==> config.mk <==
export PLATFORM = sky130hd
export DESIGN_NAME = fp_mul_iter_flat
export DESIGN_NICKNAME = d
export VERILOG_FILES = /design/src/rtl/fp_mul_iter_if.sv /design/src/rtl/fp_mul_iter.sv /design/src/flat_wrapper.sv
export SDC_FILE = /design/constraint.sdc
export NUM_CORES = 1
export LEC_CHECK = 0
export ABC_AREA = 0
export CAP_MARGIN = 20
export CORE_UTILIZATION = 55
export CTS_CLUSTER_DIAMETER = 80
export DETAILED_ROUTE_END_ITERATION = 12
export MAX_ROUTING_LAYER = met4
export PLACE_DENSITY = 0.87
export SYNTH_ARGS = -nofsm -noshare
export SYNTH_HDL_FRONTEND = slang
export SYNTH_SLANG_ARGS = --single-unit
==> constraint.sdc <==
create_clock -name clk -period 8 [get_ports clk]
set_input_delay 1.6 -clock clk [delete_from_list [all_inputs] [get_ports clk]]
set_output_delay 1.6 -clock clk [all_outputs]
set_load 0.02 [all_outputs]
==> src/rtl/fp_mul_iter_if.sv <==
// fp_mul_iter_if: handshake bundle for the iterative FP multiplier.
//   in_valid/in_ready   : operand handshake (fp_X, fp_Y, r_mode)
//   out_valid/out_ready : result handshake (fp_Z plus ovrf/udrf/zer/inf/nan/nx)
// master = producer of operands / consumer of results, slave = the multiplier.
interface fp_mul_iter_if #(
  parameter int W = 32
);
  logic         in_valid;
  logic         in_ready;
  logic [W-1:0] fp_X;
  logic [W-1:0] fp_Y;
  logic [2:0]   r_mode;
  logic         out_valid;
  logic         out_ready;
  logic [W-1:0] fp_Z;
  logic         ovrf;
  logic         udrf;
  logic         zer;
  logic         inf;
  logic         nan;
  logic         nx;

  modport master (
    output in_valid, fp_X, fp_Y, r_mode, out_ready,
    input  in_ready, out_valid, fp_Z, ovrf, udrf, zer, inf, nan, nx
  );

  modport slave (
    input  in_valid, fp_X, fp_Y, r_mode, out_ready,
    output in_ready, out_valid, fp_Z, ovrf, udrf, zer, inf, nan, nx
  );
endinterface

==> src/rtl/fp_mul_iter.sv <==
// fp_mul_iter: multi-cycle IEEE-754 multiplier with flush-to-zero.
// The significand product is built by a radix-4 Booth accumulator, one digit
// per cycle, followed by a single normalise/round/exception cycle.
// Ports:
//   clk  : clock
//   rst  : synchronous reset, active-high
//   bus  : fp_mul_iter_if.slave (operand and result valid/ready handshakes,
//          operands fp_X/fp_Y, rounding mode r_mode, result fp_Z and flags)
module fp_mul_iter #(
  parameter int EXP_W  = 8,
  parameter int FRAC_W = 23
) (
  input  logic          clk,
  input  logic          rst,
  fp_mul_iter_if.slave  bus
);
  localparam int W      = 1 + EXP_W + FRAC_W;
  localparam int M      = FRAC_W + 1;
  localparam int N_ITER = (M + 2) / 2;
  localparam int PW     = 2 * M;
  localparam int YW     = 2 * N_ITER + 1;
  localparam int IW     = (N_ITER > 1) ? $clog2(N_ITER) : 1;
  localparam int EW     = EXP_W + 2;
  localparam int BIAS   = 2 ** (EXP_W - 1) - 1;

  localparam logic [IW-1:0]        LAST_ITER = IW'(N_ITER - 1);
  localparam logic signed [EW-1:0] E_OVF     = EW'(2 ** EXP_W - 1);
  localparam logic signed [EW-1:0] E_ZERO    = '0;

  localparam logic [2:0] RM_RTZ = 3'b001;
  localparam logic [2:0] RM_RDN = 3'b010;
  localparam logic [2:0] RM_RUP = 3'b011;
  localparam logic [2:0] RM_RMM = 3'b100;

  typedef enum logic [1:0] {
    IDLE,
    MUL,
    RND,
    DONE
  } state_t;

  state_t state, state_nxt;

  logic [IW-1:0]    iter;
  logic [PW-1:0]    acc;
  logic [PW-1:0]    mcand;
  logic [YW-1:0]    y_sh;
  logic             sgn;
  logic [EXP_W-1:0] ex_q, ey_q;
  logic [2:0]       mode_q;
  logic             x_zero_q, x_inf_q, x_nan_q;
  logic             y_zero_q, y_inf_q, y_nan_q;

  logic [W-1:0]     z_q;
  logic             ovrf_q, udrf_q, zer_q, inf_q, nan_q, nx_q;

  // Operand unpack, straight from the bus so it can be captured on accept.
  logic [EXP_W-1:0]  ex_in, ey_in;
  logic [FRAC_W-1:0] fx_in, fy_in;
  logic              x_zero_in, x_inf_in, x_nan_in;
  logic              y_zero_in, y_inf_in, y_nan_in;

  assign ex_in     = bus.fp_X[W-2 -: EXP_W];
  assign ey_in     = bus.fp_Y[W-2 -: EXP_W];
  assign fx_in     = bus.fp_X[FRAC_W-1:0];
  assign fy_in     = bus.fp_Y[FRAC_W-1:0];
  assign x_zero_in = (ex_in == '0);
  assign y_zero_in = (ey_in == '0);
  assign x_inf_in  = (&ex_in) && (fx_in == '0);
  assign y_inf_in  = (&ey_in) && (fy_in == '0);
  assign x_nan_in  = (&ex_in) && (fx_in != '0);
  assign y_nan_in  = (&ey_in) && (fy_in != '0);

  always_ff @(posedge clk) begin
    if (rst) state <= IDLE;
    else     state <= state_nxt;
  end

  always_comb begin
    state_nxt = state;
    case (state)
      IDLE:    if (bus.in_valid) state_nxt = MUL;
      MUL:     if (iter == LAST_ITER) state_nxt = RND;
      RND:     state_nxt = DONE;
      DONE:    if (bus.out_ready) state_nxt = IDLE;
      default: state_nxt = IDLE;
    endcase
  end

  // Booth digit from the low three bits of the shifted multiplier. The
  // accumulator works modulo 2^PW: partial sums may wrap negative, but the
  // final product is non-negative and fits, so the wrap cancels out.
  logic [PW-1:0] pp;
  always_comb begin
    pp = '0;
    case (y_sh[2:0])
      3'b001, 3'b010: pp = mcand;
      3'b011:         pp = {mcand[PW-2:0], 1'b0};
      3'b100:         pp = -{mcand[PW-2:0], 1'b0};
      3'b101, 3'b110: pp = -mcand;
      default:        pp = '0;
    endcase
  end

  // Normalise, round, exponent and special-value resolution.
  logic [PW-1:0]          p_n;
  logic                   norm_n, guard, sticky, inc, carry;
  logic [M-1:0]           mant;
  logic [M:0]             mant_r;
  logic [FRAC_W-1:0]      frac_r;
  logic signed [EW-1:0]   e_sum;
  logic [W-1:0]           z_nxt;
  logic                   ovrf_nxt, udrf_nxt, zer_nxt, inf_nxt, nan_nxt, nx_nxt;
  logic [W-1:0]           inf_val, max_val;

  always_comb begin
    norm_n = acc[PW-1];
    p_n    = norm_n ? acc : {acc[PW-2:0], 1'b0};
    mant   = p_n[PW-1:M];
    guard  = p_n[M-1];
    sticky = |p_n[M-2:0];

    case (mode_q)
      RM_RTZ:  inc = 1'b0;
      RM_RDN:  inc = sgn & (guard | sticky);
      RM_RUP:  inc = ~sgn & (guard | sticky);
      RM_RMM:  inc = guard;
      default: inc = guard & (sticky | mant[0]);
    endcase

    mant_r = {1'b0, mant} + {{M{1'b0}}, inc};
    carry  = mant_r[M];
    frac_r = carry ? mant_r[M-1:1] : mant_r[FRAC_W-1:0];
    e_sum  = EW'(ex_q) + EW'(ey_q) - EW'(BIAS) + EW'(norm_n) + EW'(carry);

    inf_val = {sgn, {EXP_W{1'b1}}, {FRAC_W{1'b0}}};
    max_val = {sgn, {(EXP_W-1){1'b1}}, 1'b0, {FRAC_W{1'b1}}};

    z_nxt    = {sgn, e_sum[EXP_W-1:0], frac_r};
    ovrf_nxt = 1'b0;
    udrf_nxt = 1'b0;
    zer_nxt  = 1'b0;
    inf_nxt  = 1'b0;
    nan_nxt  = 1'b0;
    nx_nxt   = guard | sticky;

    if (x_nan_q || y_nan_q || (x_inf_q && y_zero_q) || (y_inf_q && x_zero_q)) begin
      z_nxt   = {1'b0, {EXP_W{1'b1}}, 1'b1, {(FRAC_W-1){1'b0}}};
      nan_nxt = 1'b1;
      nx_nxt  = 1'b0;
    end else if (x_inf_q || y_inf_q) begin
      z_nxt   = inf_val;
      inf_nxt = 1'b1;
      nx_nxt  = 1'b0;
    end else if (x_zero_q || y_zero_q) begin
      z_nxt   = {sgn, {(W-1){1'b0}}};
      zer_nxt = 1'b1;
      nx_nxt  = 1'b0;
    end else if (e_sum >= E_OVF) begin
      ovrf_nxt = 1'b1;
      nx_nxt   = 1'b1;
      // Directed modes saturate to max finite when rounding toward zero.
      case (mode_q)
        RM_RTZ:  z_nxt = max_val;
        RM_RDN:  z_nxt = sgn ? inf_val : max_val;
        RM_RUP:  z_nxt = sgn ? max_val : inf_val;
        default: z_nxt = inf_val;
      endcase
      inf_nxt = (z_nxt == inf_val);
    end else if (e_sum <= E_ZERO) begin
      z_nxt    = {sgn, {(W-1){1'b0}}};
      udrf_nxt = 1'b1;
      zer_nxt  = 1'b1;
      nx_nxt   = 1'b1;
    end
  end

  always_ff @(posedge clk) begin
    if (rst) begin
      iter     <= '0;
      acc      <= '0;
      mcand    <= '0;
      y_sh     <= '0;
      sgn      <= 1'b0;
      ex_q     <= '0;
      ey_q     <= '0;
      mode_q   <= '0;
      x_zero_q <= 1'b0;
      x_inf_q  <= 1'b0;
      x_nan_q  <= 1'b0;
      y_zero_q <= 1'b0;
      y_inf_q  <= 1'b0;
      y_nan_q  <= 1'b0;
      z_q      <= '0;
      ovrf_q   <= 1'b0;
      udrf_q   <= 1'b0;
      zer_q    <= 1'b0;
      inf_q    <= 1'b0;
      nan_q    <= 1'b0;
      nx_q     <= 1'b0;
    end else begin
      case (state)
        IDLE: begin
          if (bus.in_valid) begin
            iter     <= '0;
            acc      <= '0;
            mcand    <= {{(PW-M){1'b0}}, 1'b1, fx_in};
            // Trailing zero is the implicit y[-1] of the Booth recoding.
            y_sh     <= {{(YW-M-1){1'b0}}, 1'b1, fy_in, 1'b0};
            sgn      <= bus.fp_X[W-1] ^ bus.fp_Y[W-1];
            ex_q     <= ex_in;
            ey_q     <= ey_in;
            mode_q   <= bus.r_mode;
            x_zero_q <= x_zero_in;
            x_inf_q  <= x_inf_in;
            x_nan_q  <= x_nan_in;
            y_zero_q <= y_zero_in;
            y_inf_q  <= y_inf_in;
            y_nan_q  <= y_nan_in;
          end
        end
        MUL: begin
          acc   <= acc + pp;
          mcand <= {mcand[PW-3:0], 2'b00};
          y_sh  <= {2'b00, y_sh[YW-1:2]};
          iter  <= iter + 1'b1;
        end
        RND: begin
          z_q    <= z_nxt;
          ovrf_q <= ovrf_nxt;
          udrf_q <= udrf_nxt;
          zer_q  <= zer_nxt;
          inf_q  <= inf_nxt;
          nan_q  <= nan_nxt;
          nx_q   <= nx_nxt;
        end
        default: ;
      endcase
    end
  end

  // Flags are only meaningful with out_valid, so they read as zero otherwise.
  assign bus.in_ready  = (state == IDLE);
  assign bus.out_valid = (state == DONE);
  assign bus.fp_Z      = z_q;
  assign bus.ovrf      = ovrf_q & (state == DONE);
  assign bus.udrf      = udrf_q & (state == DONE);
  assign bus.zer       = zer_q  & (state == DONE);
  assign bus.inf       = inf_q  & (state == DONE);
  assign bus.nan       = nan_q  & (state == DONE);
  assign bus.nx        = nx_q   & (state == DONE);
endmodule

==> src/flat_wrapper.sv <==
// flat-port wrapper written by rule: the top's interface ports become plain ports
module fp_mul_iter_flat 
#(
  parameter int EXP_W  = 8,
  parameter int FRAC_W = 23
)
  (clk, rst, bus_in_valid, bus_fp_X, bus_fp_Y, bus_r_mode, bus_out_ready, bus_in_ready, bus_out_valid, bus_fp_Z, bus_ovrf, bus_udrf, bus_zer, bus_inf, bus_nan, bus_nx);
  fp_mul_iter_if #(.W(32)) bus_i ();
  input  logic clk;
  input  logic rst;
  input wire logic [$bits(bus_i.in_valid)-1:0] bus_in_valid;
  input wire logic [$bits(bus_i.fp_X)-1:0] bus_fp_X;
  input wire logic [$bits(bus_i.fp_Y)-1:0] bus_fp_Y;
  input wire logic [$bits(bus_i.r_mode)-1:0] bus_r_mode;
  input wire logic [$bits(bus_i.out_ready)-1:0] bus_out_ready;
  output wire logic [$bits(bus_i.in_ready)-1:0] bus_in_ready;
  output wire logic [$bits(bus_i.out_valid)-1:0] bus_out_valid;
  output wire logic [$bits(bus_i.fp_Z)-1:0] bus_fp_Z;
  output wire logic [$bits(bus_i.ovrf)-1:0] bus_ovrf;
  output wire logic [$bits(bus_i.udrf)-1:0] bus_udrf;
  output wire logic [$bits(bus_i.zer)-1:0] bus_zer;
  output wire logic [$bits(bus_i.inf)-1:0] bus_inf;
  output wire logic [$bits(bus_i.nan)-1:0] bus_nan;
  output wire logic [$bits(bus_i.nx)-1:0] bus_nx;
  assign bus_i.in_valid = bus_in_valid;
  assign bus_i.fp_X = bus_fp_X;
  assign bus_i.fp_Y = bus_fp_Y;
  assign bus_i.r_mode = bus_r_mode;
  assign bus_i.out_ready = bus_out_ready;
  assign bus_in_ready = bus_i.in_ready;
  assign bus_out_valid = bus_i.out_valid;
  assign bus_fp_Z = bus_i.fp_Z;
  assign bus_ovrf = bus_i.ovrf;
  assign bus_udrf = bus_i.udrf;
  assign bus_zer = bus_i.zer;
  assign bus_inf = bus_i.inf;
  assign bus_nan = bus_i.nan;
  assign bus_nx = bus_i.nx;
  fp_mul_iter #(.EXP_W(EXP_W), .FRAC_W(FRAC_W)) u_core (.clk(clk), .rst(rst), .bus(bus_i));
endmodule
# [Yosys cells after proc, flatten, opt, wreduce, memory -nomap -nowiden]
# Index checks and enable logic that the tools add are counted.
[totals] regBits=193 input_bits=71 out_inout_bits=40 elab_cells=141
[classes] addsub=9 magnitude_cmp=2 eq_ne=18 mux=50 bitwise_logic=13 reduce_logical=27
[ops] op="32-bit two-way mux" n=10
[ops] op="48-bit case mux with 2 select lines" n=2
[ops] op="48-bit case mux with 4 select lines" n=1
[ops] op="48-bit two-way mux" n=3
[ops] op="48-bit negator" n=2
[ops] op="32-bit case mux with 3 select lines" n=1
[ops] op="27-bit case mux with 2 select lines" n=1
[ops] op="48-bit adder" n=1
[ops] op="23-bit zero test" n=2
[ops] op="23-bit nonzero test" n=2
[ops] op="32-bit == test" n=1
[ops] op="31-bit two-way mux" n=1
[ops] op="27-bit two-way mux" n=1
[ops] op="24-bit by 1-bit adder with 25-bit output" n=1
[ops] op="23-bit two-way mux" n=1
[ops] op="23-bit OR reduction" n=1
[ops] op="1-bit two-way mux" n=22
[ops] op="10-bit by 1-bit adder with 10-bit output" n=2
[ops] op="8-bit zero test" n=2
[ops] op="8-bit AND reduction" n=2
[ops] op="3-bit by 2-bit == test with 1-bit output, second input constant" n=4
[ops] op="3-bit == test, second input constant" n=4
[ops] op="10-bit by 9-bit >= comparator with 1-bit output, second input constant" n=1
[ops] op="10-bit by 1-bit <= comparator with 1-bit output, second input constant" n=1
[ops] op="other kinds (25)" n=50

# [Longest topological paths before layout]
# Gate-level depths: netlist of the first run.
[depth] depth_word=17 ltp_mapped=28 mapped_depth_nobuf=23

# [Worst setup path after synthesis of the first run]
# Ideal clock, no wire load.
[synth_timing] path_type="register to register" from="register u_core.acc[47]" to="register u_core.z_q[14] (netlist: u_core.bus.fp_Z[14])" setup_time_ns=0.120 arrival_ns=5.751 required_time_ns=7.880 setup_slack_ns=2.129 stages_incl_launch_ff=27 n_path_buf=4 period_less_slack_ns=5.871 path_cell_list="dfxtp_1 -> buf_4 -> clkbuf_1 -> clkbuf_1 -> a211oi_1 -> nand2_1 -> nor2_1 -> and2_1 -> nor3_1 -> ha_1 -> ha_1 -> nand2_1 -> or4_1 -> nor2_1 -> nand2_1 -> nor3_1 -> ha_1 -> inv_1 -> fa_1 -> nor2_1 -> nand3_1 -> or4_4 -> a2111oi_4 -> a2111o_1 -> buf_4 -> a21oi_1 -> a211o_1"
[synth_via] elab_chain_cells=13 word_cells_on_any_way=19 classes_between="add/sub (3); order compare (2); mux (8); bitwise (5); reduce/logical (1)"
[synth_lines] item="start: declaration" line="fp_mul_iter.sv:45" source="logic [PW-1:0] acc;"
[synth_lines] item="start signal: assignment" line="fp_mul_iter.sv:223" source="acc <= acc + pp;"
[synth_lines] item="48-bit two-way mux" line="fp_mul_iter.sv:118" source="p_n = norm_n ? acc : {acc[PW-2:0], 1'b0};"
[synth_lines] item="23-bit OR reduction" line="fp_mul_iter.sv:121" source="sticky = |p_n[M-2:0];"
[synth_lines] item="1-bit bitwise OR, on equally long branches" line="fp_mul_iter.sv:128, fp_mul_iter.sv:125, fp_mul_iter.sv:126"
[synth_lines] item="1-bit bitwise AND, on equally long branches" line="fp_mul_iter.sv:128, fp_mul_iter.sv:125, fp_mul_iter.sv:126"
[synth_lines] item="1-bit case mux with 4 select lines" line="fp_mul_iter.sv:123" source="case (mode_q)"
[synth_lines] item="24-bit by 1-bit adder with 25-bit output" line="fp_mul_iter.sv:131" source="mant_r = {1'b0, mant} + {{M{1'b0}}, inc};"
[synth_lines] item="10-bit by 1-bit adder with 10-bit output" line="fp_mul_iter.sv:134" source="e_sum = EW'(ex_q) + EW'(ey_q) - EW'(BIAS) + EW'(norm_n) + EW'(carry);"
[synth_lines] item="10-bit by 1-bit <= comparator with 1-bit output" line="fp_mul_iter.sv:170" source="end else if (e_sum <= E_ZERO) begin"
[synth_lines] item="31-bit two-way mux" line="fp_mul_iter.sv:170"
[synth_lines] item="32-bit two-way mux (*)" line="fp_mul_iter.sv:159" source="end else if (e_sum >= E_OVF) begin"
[synth_lines] item="32-bit two-way mux (*)" line="fp_mul_iter.sv:155" source="end else if (x_zero_q || y_zero_q) begin"
[synth_lines] item="32-bit two-way mux (*)" line="fp_mul_iter.sv:151" source="end else if (x_inf_q || y_inf_q) begin"
[synth_lines] item="32-bit two-way mux (*)" line="fp_mul_iter.sv:147" source="if (x_nan_q || y_nan_q || (x_inf_q && y_zero_q) || (y_inf_q && x_zero_q)) begin"
[synth_lines] item="end signal: assignment" line="fp_mul_iter.sv:229" source="z_q <= z_nxt;"
[synth_lines] item="end: declaration" line="fp_mul_iter.sv:54" source="logic [W-1:0] z_q;"
# Mark *: on every way between the ends. The rest lies on a longest branch, timed or not.
# A chain may end at the register's enable or synchronous reset.

# [Worst setup path after layout of the first run]
[layout_timing] from="register u_core.acc[47]" to="register u_core.z_q[1] (netlist: u_core.bus.fp_Z[1])"
# Same word-level chain as after synthesis.

==> out/metrics.csv, run 1 <==
stage,metric,value,unit
sta,final setup fails,0,
cts,htree depth,4,
worst_hold_path,Hold Path End,u_core.ex_q[4],
critical_path,worst-path fanout max,48,
critical_path,required time of the critical path,8.34,ns
critical_path,max incr delay on CP,0.97,ns
grt,largest net degree at the start of global routing,91,
synth,YS warnings,0,
routing,DRT Pass-1 Iters,6,
synth,Post-synth EDFFs,0,
power_and_ir_drop,leakage power,6.164,nW
sta,Peak Freq,0.1443,GHz
placed_design,post-place setup slack,1.304,ns
placed_design,HPWL after DPL,30.70,mm
critical_path,R2R Path End,u_core.bus.fp_Z[1],
layout,synthesis-to-layout area growth,11.77,%
synth,top area cells in the synthesized netlist,"dfxtp_1, ha_1, nor2_1, nand2_1, a22oi_1",
critical_path,critical setup path kind,flop to flop,
grt,met3 usage,4.997,%
placed_design,Final GP Congestion,0.9543,
routing,vias after detailed routing,14909,
synth,share of the yosys chip area belonging to registers,26.37,%
sta,Fin. Hold Viols,0,
layout,post-route cell area,16210,um^2
routing,drt drc,0,
layout,Nets,2092,
layout,# fillers,2220,
floorplanning,core area,25980,um^2
floorplanning,Die W,164.4,um
placed_design,DP Area,15590,um^2
worst_hold_path,Hold Crit Start,u_core.ex_q[4],
sta,Slew headroom,28.30,%
routing,vias per cell,6.493,
critical_path,reg2reg start,u_core.acc[47],
synth,top_reg_cell synth,dfxtp_1,
cts,CTS tree,yes,
sta,final setup margin,1.071,ns
critical_path,worst reg-to-reg path cell count,23,
grt,met1 usage,39.77,%
flow_run,Max Cap Viol,0,
routing,final WL,42.88,mm
grt,first-pass GRT wire length,68.74,mm
cts,post-cts sizing count,0,
cts,"Clk Latency, worst-skew pair",0.46,ns
floorplanning,Rows,59,
sta,RSZ-0062 raised after global routing,no,
sta,Period minus WS final,6.929,ns
placed_design,I/O Buffers,110,
cts,CTS Hold Bufs,0,
critical_path,Crit. End Element,flop,
synth,Avg Inst Size Synth,7.441,um^2
synth,Gate Count Post-Synth,1949,
power_and_ir_drop,PD cells,323.4,nW/um^2
grt,vias in the first global route,13595,
floorplanning,boundary pin count,111,
synth,cell area after synthesis,14500,um^2
power_and_ir_drop,maximum vdd drop,0.0002165,V
sta,Worst Tran Pin Value,1.048,ns
synth,Synth area leader,dfxtp_1,
critical_path,Critical Path Start Type,flop,
routing,WL/cell,18.67,um
synth,syn_nets,2093,
routing,Initial DRC Count,1678,
critical_path,critical path arrival,7.27,ns
sta,Max Slew Vio Count,0,
layout,Antenna Cells,0,
grt,gr usage total,32.48,%
critical_path,CP max-delay cell,dfxtp_2,
sta,setup TNS,0,ns
sta,worst hold slack,0.4624,ns
sta,Worst Clk Skew,0.01667,ns
cts,Worst-path clk slew,0.09,ns
layout,sequential cell area,3826,um^2
layout,ratio of cells with drive above 1 in the final layout,4.844,%
worst_hold_path,hold path depth,2,
synth,#FFs+latches synth,191,
critical_path,CP Cell Sequence,"a211oi_1, nand2_1, nor2_1, and2_1, nor3_1, ha_1, ha_1, nand2_1, or4_1, nor2_1, nand2_1, nor3_1, ha_1, inv_1, fa_1, xnor2_1, o41ai_1, mux2i_1, nor4_1, o21ba_2, a2111o_1, nor2_2, a221o_1",
cts,post-CTS setup buffers,0,
routing,DRT antenna net count,0,
grt,met2 usage,52.63,%
cts,clock sink total,191,
cts,CTS buffer count,17,
critical_path,R2R setup slack,1.07,ns
floorplanning,Die Y,164.4,um
synth,asr flop ratio synth,0,%
synth,top cell type's share of synthesized area,26.37,%
grt,initial antenna violation count,0,
layout,multi-input logic area,9936,um^2
grt,grt peak-use layer,met2,
worst_hold_path,Min-Delay Path Class,flop to flop,
cts,Max Buffers Root-to-Sink,2,
floorplanning,die area,27020,um^2
run_status,status,completed,
grt,Overflow after GRT,0,
floorplanning,Initial Util,55.81,%
synth,number of library cell types mapped by synthesis,79,
cts,Root Buffer,clkbuf_16,
sta,final period utilization,86.62,%
==> sequential cells by signal, indices dropped and copies added (netlist names) <==
name and count:
u_core.sgn 1, u_core.mode_q 3, u_core.y_nan_q 1, u_core.iter 4
u_core.y_sh 25, u_core.mcand 48, u_core.ex_q 8, u_core.y_inf_q 1
u_core.x_zero_q 1, u_core.nx_q 1, u_core.acc 48, u_core.inf_q 1
u_core.nan_q 1, u_core.y_zero_q 1, u_core.state 2, u_core.ey_q 8
u_core.zer_q 1, u_core.x_nan_q 1, u_core.udrf_q 1, u_core.x_inf_q 1
u_core.bus.fp_Z 32, u_core.ovrf_q 1
==> cells by family (layout without fill, tap and decap cells) <==
kind of cell    Yosys count  in the layout  share of synthesized area [%]
fa+ha+maj                73             73                          6.453
flops                   191            191                          26.37
mux                      69             69                          4.788
simple gates            713            713                          23.18
xor+xnor                113            113                          6.824
buf+inv                 195            207                          5.228
compound gates          595            595                          27.16
==> area by class of cell <==
cell class	count	share of cell area, %
clock buffers	17	2.624
inverters	48	1.112
repair buffers	127	7.588
well taps	335	2.586
clock inverters	15	1.189
multi-input cells	1563	61.30
flip-flops and latches	191	23.60
==> layer usage <==
metal  share of wire (%)  vias up  routed length [um]
met3                 7.9      150                3374
met4                 4.3        0                1848
met5                   0        -                   0
met1                  41     6892               17590
met2                  47      763               20060
li1                    -     7104                   -
==> synth_stat cells, drive strengths merged (27+ instances only) <==
| cell | n |
|---|---|
| ha | 70 |
| mux2i | 66 |
| a21o | 28 |
| nand3 | 28 |
| nor4 | 33 |
| clkbuf | 127 |
| nor3 | 47 |
| o21ai | 140 |
| nor2 | 231 |
| xor2 | 46 |
| a211oi | 69 |
| a21oi | 124 |
| nand2 | 214 |
| nand4 | 27 |
| dfxtp | 191 |
| inv | 46 |
| xnor2 | 67 |
| a22oi | 102 |
==> metrics by stage <==
stage	util, %	total power [mW]	instances
after floorplan	-	3.557	1949
after global placement	59.96	4.205	2263
after detailed placement	60.00	4.290	2264
after CTS	62.38	5.182	2296
after global routing	62.38	5.587	2296
final	62.38	5.242	2296
==> layout by cell type, fill, tap and decap left out, drive strengths merged, types with 11 or more instances in the layout <==
cell | Yosys | layout
or2 | 11 | 11
o21ai | 140 | 140
a22oi | 102 | 102
nor4 | 33 | 33
or3 | 19 | 19
clkdlybuf4s50 | 0 | 109
buf | 20 | 18
xnor2 | 67 | 67
o31ai | 12 | 12
mux2i | 66 | 66
nor2b | 15 | 15
nand2b | 22 | 22
nand3 | 28 | 28
ha | 70 | 70
xor2 | 46 | 46
and2 | 15 | 15
and3 | 20 | 20
nand4 | 27 | 27
clkbuf | 127 | 17
inv | 46 | 51
dfxtp | 191 | 191
nand2 | 214 | 214
clkinv | 2 | 12
nor3 | 47 | 47
nor2 | 231 | 231
a21oi | 124 | 124
a21o | 28 | 28
or4 | 14 | 14
a211oi | 69 | 69
o21bai | 15 | 15
==> how the worst max path moves through the flow <==
stage	slack [ns]	start	endpoint
after detailed placement	1.30	u_core.acc[47]	u_core.bus.fp_Z[21]
after global routing	0.72	u_core.acc[47]	u_core.bus.fp_Z[19]
final	1.07	u_core.acc[47]	u_core.bus.fp_Z[1]
after floorplan	2.13	u_core.acc[47]	u_core.bus.fp_Z[14]
after global placement	1.44	u_core.acc[47]	u_core.bus.fp_Z[21]
after CTS	1.24	u_core.acc[47]	u_core.bus.fp_Z[1]
==> critical path, delay by kind of cell, from the launching register on <==
kind	cells	cell delay [ns]
and+or+nand+nor	11	2.67
AOI/OAI and AO/OA	5	1.68
xor gates and xnor gates	1	0.21
buffers and inverters	1	0.06
adders and majority gates	4	1.09
DFF	1	0.97
muxes	1	0.15
==> power breakdown <==
group	internal (mW)	switching, mW
clock network	0.426	0.453
logic	1.08	1.86
registers	1.15	0.274
total	2.65	2.59
(Power assumes the default switching activity.)
==> run 2, diff against run 1 <==
--- a/config.mk
+++ b/config.mk
@@ -7,11 +7,12 @@
 export LEC_CHECK = 0
 export ABC_AREA = 0
 export CAP_MARGIN = 20
+export CORE_MARGIN = 2
 export CORE_UTILIZATION = 55
 export CTS_CLUSTER_DIAMETER = 80
 export DETAILED_ROUTE_END_ITERATION = 12
 export MAX_ROUTING_LAYER = met4
-export PLACE_DENSITY = 0.87
+export PLACE_DENSITY_LB_ADDON = 0.05
 export SYNTH_ARGS = -nofsm -noshare
 export SYNTH_HDL_FRONTEND = slang
 export SYNTH_SLANG_ARGS = --single-unit
==> out/metrics.csv, run 2 (same netlist as run 1, synthesis figures left out) <==
stage,metric,value,unit,change
critical_path,Crit. End Element,flop,,unchanged
flow_run,Max Cap Viol,0,,unchanged
floorplanning,die area,27680,um^2,was 27020 um^2
layout,Antenna Cells,0,,unchanged
power_and_ir_drop,sw frac,48.62,%,was 49.39%
placed_design,Final GP Congestion,0.9174,,was 0.9543
grt,Overflow after GRT,0,,unchanged
critical_path,critical path arrival,7.33,ns,was 7.27 ns
floorplanning,Die Y,166.4,um,was 164.4 um
cts,CTS Hold Bufs,0,,unchanged
power_and_ir_drop,sequential power share,27.2,%,was 27.1%
critical_path,Critical Path Start Type,flop,,unchanged
routing,vias after detailed routing,14386,,was 14909
critical_path,R2R Path End,u_core.bus.fp_Z[21],,was u_core.bus.fp_Z[1]
power_and_ir_drop,Psw,2.535,mW,was 2.589 mW
grt,first-pass GRT wire length,68.01,mm,was 68.74 mm
critical_path,worst-path fanout max,48,,unchanged
cts,htree depth,4,,unchanged
floorplanning,Rows,59,,unchanged
power_and_ir_drop,Clk pwr share,17.0,%,was 16.8%
sta,worst hold slack,0.4551,ns,was 0.4624 ns
run_status,status,completed,,unchanged
cts,CTS buffer count,17,,unchanged
placed_design,placed insts,2263,,was 2264
sta,final setup fails,0,,unchanged
routing,WL/cell,18.29,um,was 18.67 um
routing,DRT antenna net count,0,,unchanged
critical_path,R2R setup slack,1.0,ns,was 1.07 ns
floorplanning,core area,25980,um^2,unchanged
cts,CTS tree,yes,,unchanged
sta,Worst Clk Skew,0.02328,ns,was 0.01667 ns
grt,largest net degree at the start of global routing,90,,was 91
cts,Root Buffer,clkbuf_16,,unchanged
layout,post-route cell area,16210,um^2,about the same
routing,final WL,42.02,mm,was 42.88 mm
placed_design,HPWL after DPL,30.56,mm,was 30.70 mm
power_and_ir_drop,Int Pwr,2.678,mW,was 2.653 mW
floorplanning,boundary pin count,111,,unchanged
power_and_ir_drop,maximum vdd drop,0.0003063,V,was 0.0002165 V
power_and_ir_drop,Gate power share,55.8,%,was 56.1%
sta,RSZ-0062 raised after global routing,no,,unchanged
floorplanning,Die W,166.4,um,was 164.4 um
critical_path,critical setup path kind,flop to flop,,unchanged
layout,most frequent cells in the layout,"nor2_1, nand2_1, dfxtp_1, o21ai_0, a21oi_1",,unchanged
cts,post-CTS setup buffers,0,,unchanged
grt,vias in the first global route,13182,,was 13595
routing,DRT Pass-1 Iters,6,,unchanged
sta,Worst Tran Pin Value,1.106,ns,was 1.048 ns
sta,Slew headroom,26.11,%,was 28.30%
layout,Nets,2093,,was 2092
critical_path,worst reg-to-reg path cell count,23,,unchanged
grt,gr usage total,30.44,%,was 32.48%
power_and_ir_drop,leakage power,6.167,nW,was 6.164 nW
critical_path,required time of the critical path,8.32,ns,was 8.34 ns
routing,drt drc,0,,unchanged
routing,Initial DRC Count,1190,,was 1678
grt,initial antenna violation count,0,,unchanged
sta,Period minus WS final,7.004,ns,was 6.929 ns
cts,"Clk Latency, worst-skew pair",0.45,ns,was 0.46 ns
placed_design,I/O Buffers,110,,unchanged
sta,setup TNS,0,ns,unchanged
routing,vias per cell,6.263,,was 6.493
sta,Peak Freq,0.1428,GHz,was 0.1443 GHz
cts,Max Buffers Root-to-Sink,2,,unchanged
power_and_ir_drop,total power,5.213,mW,was 5.242 mW
cts,clock sink total,191,,unchanged
critical_path,crit path to,u_core.bus.fp_Z[21],,was u_core.bus.fp_Z[1]
critical_path,reg2reg start,u_core.acc[47],,unchanged
layout,ratio of cells with drive above 1 in the final layout,4.944,%,was 4.844%
sta,Fin. Hold Viols,0,,unchanged
placed_design,DP Area,15580,um^2,was 15590 um^2
critical_path,crit path launch,u_core.acc[47],,unchanged
layout,fin cells,2297,,was 2296
power_and_ir_drop,PD cells,321.6,nW/um^2,was 323.4 nW/um^2
worst_hold_path,Min-Delay Path Class,flop to flop,,unchanged
cts,Worst-path clk slew,0.08,ns,was 0.09 ns
layout,synthesis-to-layout area growth,11.76,%,was 11.77%
floorplanning,Initial Util,55.81,%,unchanged
layout,# fillers,2389,,was 2220
layout,sequential cell area,3826,um^2,unchanged
layout,"commonest non-fill, non-tap cell in the layout",nor2_1,,unchanged
cts,post-cts sizing count,0,,unchanged
sta,Max Slew Vio Count,0,,unchanged
sta,final period utilization,87.55,%,was 86.62%
layout,multi-input logic area,9937,um^2,was 9936 um^2
run 2: routing by layer:
| layer | part of all wire [%] | track usage, % |
|---|---|---|
| met1 | 44 | 38.89 |
| met2 | 47 | 49.59 |
| met3 | 5.5 | 3.694 |
| met4 | 3.3 | 11.24 |
| met5 | 0 | - |
run 2: cell type report:
class / instances / share of cell area (%)
well taps: 335 / 2.586
multi-input cells: 1563 / 61.31
clock buffers: 17 / 2.625
inverters: 48 / 1.112
flip-flops and latches: 191 / 23.61
repair buffers: 128 / 7.658
clock inverters: 15 / 1.104
run 2: critical path, stage by stage, from the launching register on:
cell	delay, ns
dfxtp_2	0.98
a211oi_1	0.18
nand2_1	0.12
nor2_1	0.04
and2_1	0.18
nor3_1	0.18
ha_1	0.21
ha_1	0.20
nand2_1	0.09
or4_1	0.57
nor2_1	0.29
nand2_1	0.08
nor3_1	0.51
ha_1	0.29
inv_1	0.06
fa_1	0.41
xnor2_1	0.21
o41ai_1	0.29
mux2i_1	0.13
nor4_1	0.56
o21ba_2	0.36
a2111o_1	0.42
nor2_2	0.14
a221o_1	0.37
run 2: worst min-delay path by stage:
stage	startpoint	endpoint	cells after the start
CTS	u_core.x_nan_q	u_core.x_nan_q	2
global route	u_core.ex_q[5]	u_core.ex_q[5]	2
global placement	u_core.bus.fp_Z[8]	u_core.bus.fp_Z[8]	2
detailed placement	u_core.bus.fp_Z[6]	u_core.bus.fp_Z[6]	2
finish	u_core.bus.fp_Z[6]	u_core.bus.fp_Z[6]	2
floorplan	u_core.inf_q	u_core.inf_q	2
run 2: stage by stage:
step | utilization (%) | worst slack [ns]
finish | 62.37 | 0.9959
detailed placement | 59.96 | 1.172
CTS | 62.29 | 1.141
global route | 62.37 | 0.6469
floorplan | - | 2.129
global placement | 59.96 | 1.379
run 2: power groups by stage:
stage / Clock (mW) / Combinational, mW / Sequential (mW)
after global placement: 0 / 2.82 / 1.43
after global routing: 0.940 / 3.22 / 1.45
after detailed placement: 0 / 2.86 / 1.44
final: 0.886 / 2.91 / 1.42
after floorplan: 0 / 2.26 / 1.30
after CTS: 0.900 / 2.88 / 1.41
